**config.mk**
```make
export PLATFORM = sky130hd
export DESIGN_NAME = regwrite_arbiter
export DESIGN_NICKNAME = d
export VERILOG_FILES = /design/src/rtl/regwrite_arbiter.sv
export SDC_FILE = /design/constraint.sdc
export NUM_CORES = 1
export LEC_CHECK = 0
export ABC_AREA = 1
export ABC_CLOCK_PERIOD_IN_PS = 2730
export CORE_ASPECT_RATIO = 2
export CORE_MARGIN = 2
export CORE_UTILIZATION = 30
export DETAILED_ROUTE_END_ITERATION = 16
export PLACE_DENSITY = 0.64
export SYNTH_ARGS = -nofsm -noshare
export SYNTH_HDL_FRONTEND = slang
export SYNTH_SLANG_ARGS = --single-unit
export TNS_END_PERCENT = 100
```
**constraint.sdc**
```tcl
create_clock -name clock -period 2.73 [get_ports clock]
set_input_delay 0.6825 -clock clock [delete_from_list [all_inputs] [get_ports clock]]
set_output_delay 0.6825 -clock clock [all_outputs]
set_load 0.03 [all_outputs]
```
**src/rtl/regwrite_arbiter.sv**
```systemverilog
// Two-requester register-file write arbiter with a destination-register
// scoreboard. Grants one writeback per cycle round-robin, registers the
// winning write for the register file, and flags hazards/unreserved writes.
module regwrite_arbiter (
  input  logic        clock,
  input  logic        reset,
  input  logic        req0_valid,
  input  logic [4:0]  req0_reg,
  input  logic [31:0] req0_data,
  output logic        req0_ready,
  input  logic        req1_valid,
  input  logic [4:0]  req1_reg,
  input  logic [31:0] req1_data,
  output logic        req1_ready,
  input  logic        reserve_valid,
  input  logic [4:0]  reserve_reg,
  input  logic [4:0]  query_reg1,
  input  logic [4:0]  query_reg2,
  output logic        hazard1,
  output logic        hazard2,
  output logic        RegWrite,
  output logic [4:0]  write_reg,
  output logic [31:0] write_data,
  output logic        err_unreserved
);

  localparam int unsigned NREGS = 32;

  logic             prio;
  logic [NREGS-1:1] pending;
  logic [NREGS-1:0] pend_full;
  logic [NREGS-1:0] pend_next;
  logic             xfer;
  logic [4:0]       sel_reg;
  logic [31:0]      sel_data;
  logic             sel_nonzero;

  // Register 0 is never pending; widening with a zero LSB makes lookups uniform.
  assign pend_full = {pending, 1'b0};

  // Round-robin grant; nothing is granted while reset is held.
  always_comb begin
    req0_ready = 1'b0;
    req1_ready = 1'b0;
    if (!reset) begin
      if (req0_valid && (!req1_valid || !prio)) begin
        req0_ready = 1'b1;
      end else if (req1_valid) begin
        req1_ready = 1'b1;
      end
    end
  end

  // Winning transfer payload.
  always_comb begin
    xfer        = req0_ready | req1_ready;
    sel_reg     = req1_ready ? req1_reg  : req0_reg;
    sel_data    = req1_ready ? req1_data : req0_data;
    sel_nonzero = (sel_reg != 5'd0);
  end

  // Hazards read current scoreboard state only (no same-cycle forwarding).
  always_comb begin
    hazard1 = pend_full[query_reg1];
    hazard2 = pend_full[query_reg2];
  end

  // Next scoreboard: clear on write, then set on reserve so a same-register reserve wins.
  always_comb begin
    pend_next = pend_full;
    if (xfer && sel_nonzero) begin
      pend_next[sel_reg] = 1'b0;
    end
    if (reserve_valid && (reserve_reg != 5'd0)) begin
      pend_next[reserve_reg] = 1'b1;
    end
    pend_next[0] = 1'b0;
  end

  // Priority pointer flips away from whichever requester just transferred.
  always_ff @(posedge clock or posedge reset) begin
    if (reset) begin
      prio <= 1'b0;
    end else if (req0_ready) begin
      prio <= 1'b1;
    end else if (req1_ready) begin
      prio <= 1'b0;
    end
  end

  // Scoreboard state.
  always_ff @(posedge clock or posedge reset) begin
    if (reset) begin
      pending <= '0;
    end else begin
      pending <= pend_next[NREGS-1:1];
    end
  end

  // Registered register-file write port; address/data hold when idle.
  always_ff @(posedge clock or posedge reset) begin
    if (reset) begin
      RegWrite   <= 1'b0;
      write_reg  <= 5'd0;
      write_data <= 32'd0;
    end else begin
      RegWrite <= xfer && sel_nonzero;
      if (xfer && sel_nonzero) begin
        write_reg  <= sel_reg;
        write_data <= sel_data;
      end
    end
  end

  // Sticky error for a write to a register that had no outstanding reservation.
  always_ff @(posedge clock or posedge reset) begin
    if (reset) begin
      err_unreserved <= 1'b0;
    end else if (xfer && sel_nonzero && !pend_full[sel_reg]) begin
      err_unreserved <= 1'b1;
    end
  end

endmodule

```
==> impl_metrics.env <==
export IMPL_rows=60
export IMPL_rsz0062_at_grt="false"
export IMPL_drtIter0Drc=264
export IMPL_cp_data_arrival_time_ns=1.98
export IMPL_min_from="err_unreserved$_DFFE_PP0P_"
export IMPL_start_util_pct=30.8
export IMPL_fin_setup_tns_ns=0
export IMPL_maxCapViolCount=0
export IMPL_finalCritPeriodShare_pct=97.6
export IMPL_drc=0
export IMPL_synth_seq_area_share_pct=43.0
export IMPL_setup_viol=0
export IMPL_syn_nets=681
export IMPL_drtPass1Iterations=6
export IMPL_r2r_slack_ns=0.73
export IMPL_drt_wl_total_mm=15.1
export IMPL_grt_pass1_vias=4541
export IMPL_wl_per_cell_um=16.8
export IMPL_grt_pass1_wl_mm=23.3
export IMPL_holdPathEnd="err_unreserved$_DFFE_PP0P_"
export IMPL_cts_max_level=3
export IMPL_clock_path_buffers=2
export IMPL_cts_tree="built"
export IMPL_slew_limit_headroom_pct=66.9
export IMPL_tightestPinTransition_ns=0.496
export IMPL_nNetsFinal=837
export IMPL_gp_congestion=0.940
export IMPL_dieArea_um2=14800
export IMPL_mostFrequentLayoutCell="nand2_1"
export IMPL_dpl_hpwl_mm=11.9
export IMPL_final_cells=903
export IMPL_die_w_um=87.0
export IMPL_grt_start_max_net_pins=66
export IMPL_leakagePower_nw=2.74
export IMPL_yosysUniqueCellTypes=26
export IMPL_fp_coreArea_um2=13400
export IMPL_synth_warning_count=0
export IMPL_layout_drive_gt1_share_pct=10.0
export IMPL_cts_clk_slew_worst_paths_ns=0.06
export IMPL_critPathRequiredTime_ns=2.05
export IMPL_synthCells=587
export IMPL_fmax_ghz=0.375
export IMPL_antenna_left=0
export IMPL_antenna_found_initial=0
export IMPL_path_cells="clkdlybuf4s50_1 > inv_1 > o21ai_0 > o21ai_1 > o21a_1 > buf_6"
export IMPL_synth_area_per_cell_um2=7.04
export IMPL_worst_setup_path_type="input pin to primary output"
export IMPL_grt_ovfl_total=0
export IMPL_synthToLayoutAreaGrowth_pct=49.4
export IMPL_outcome="complete, no violations"
export IMPL_crit_path_start_kind="input pin"
export IMPL_fin_crit_ns=2.66
export IMPL_power_density_nw_per_um2=692
export IMPL_placed_cells=887
export IMPL_end_kind="primary output"
export IMPL_clock_latency_ns=0.33
export IMPL_slowest_stage="clkdlybuf4s50_1"
export IMPL_regToRegEndpoint="pending[21]$_DFF_PP0_"
export IMPL_r2r_start="prio$_DFFE_PP0P_"
export IMPL_io_pins=137
export IMPL_vias_per_cell=5.10
export IMPL_hold_depth=2
export IMPL_drv_slew=0
export IMPL_ys_ff_latch=71
export IMPL_vias=4606
export IMPL_largest_register_ffs=32
export IMPL_max_vdd_ir_drop_mv=0.464
export IMPL_grt_total_usage_pct=20.8
export IMPL_clockRootBuffer="clkbuf_16"
export IMPL_worstPathMaxFanout=6
export IMPL_dieHeight_um=170
export IMPL_cts_num_sinks=71
export IMPL_reg2reg_depth=11
export IMPL_hold_path_class="register to register"
export IMPL_cts_made_buffers=9
export IMPL_n_antenna_cell=0
export IMPL_hold_viol_final=0
export IMPL_netlist_area_um2=4140
export IMPL_layout_common_cells="177 x nand2_1, 127 x clkdlybuf4s50_1, 73 x nor2_1"
export IMPL_max_stage_delay_ns=0.60
export IMPL_finalClockSkew_ns=0.00611
export IMPL_cts_hold_buf=0
export IMPL_io_buffers=136
## where the power goes
| part | switching [mW] | total, mW | leakage (nW) | internal, mW |
|---|---|---|---|---|
| Sequential | 0.332 | 1.64 | 0.821 | 1.31 |
| Combinational | 0.804 | 1.44 | 1.77 | 0.633 |
| Clock | 0.463 | 1.20 | 0.145 | 0.737 |
## worst max-delay path: cells and delay by family
family | cells | cell delay [ns]
buf+inv | 3 | 0.86
compound gates | 3 | 0.45
## repair_timing
item,in CTS,in global routing
pin swaps,3,4
endpoints found under the setup margin,2,2
buffers inserted,0,0
gates resized for setup,16,8
## logic make-up (layout without fill, tap and decap cells)
logic type      Yosys count  after routing  synth area share, %
compound gates          158            158                 21.5
buf+inv                  69            230                 7.62
flops                    71             71                 43.0
simple gates            289            289                 28.0
## worst max-delay path by stage
stage	startpoint	end	slack (ns)	cells after the start
3_5_place_dp	query_reg1[0]	hazard1	-0.24	9
3_3_place_gp	query_reg2[0]	hazard2	-0.20	9
6_report	query_reg1[2]	hazard1	0.07	6
4_1_cts	query_reg1[1]	hazard1	-0.05	8
2_1_floorplan	reset	RegWrite$_DFF_PP0_	0.25	1
5_1_grt	query_reg2[0]	hazard2	0.0009	9
## through the flow
stage	utilization (%)	total power, mW	hold slack, ns	worst slack [ns]	area [um2]
final	46.0	4.28	0.472	0.0662	6180
after global routing	46.0	4.50	0.506	0.000853	6180
after CTS	45.8	4.29	0.480	-0.0473	6160
after detailed placement	43.5	3.08	0.465	-0.237	5850
after global placement	43.5	3.05	0.458	-0.200	5850
after floorplan	-	2.32	0.442	0.251	4140
## cell usage after synthesis (all sizes together)
master  count  area share, %
nand2     184             17
o21ai     103             13
nor2       77            7.4
dfrtp      71             43
inv        43            3.9
a31oi      32            4.8
nand3      26            3.1
buf        12            2.5
clkbuf     12            1.1
a21oi       7           0.94
o211ai      6            1.1
o221ai      6            1.3
clkinv      2           0.18
o21a        2           0.36
o22ai       2           0.30
nand3b      1           0.18
nand4       1           0.15
## cell type report
cell class / count / area (um2)
multi-input combinational: 447 / 2050
tap: 155 / 194
timing repair buffer: 169 / 1670
fill: 1360 / 7260
clock buffer: 10 / 239
clock inverter: 6 / 67.6
inverter: 45 / 176
sequential: 71 / 1780
## layer usage
| metal | routed length, um | vias up | track usage (%) |
|---|---|---|---|
| li1 | - | 2259 | - |
| met1 | 5120 | 2107 | 20.4 |
| met2 | 8080 | 190 | 37.8 |
| met3 | 909 | 50 | 4.32 |
| met4 | 1040 | 0 | 13.7 |
| met5 | 0 | - | 0 |
No activity file was read; power rests on OpenSTA's default activity.
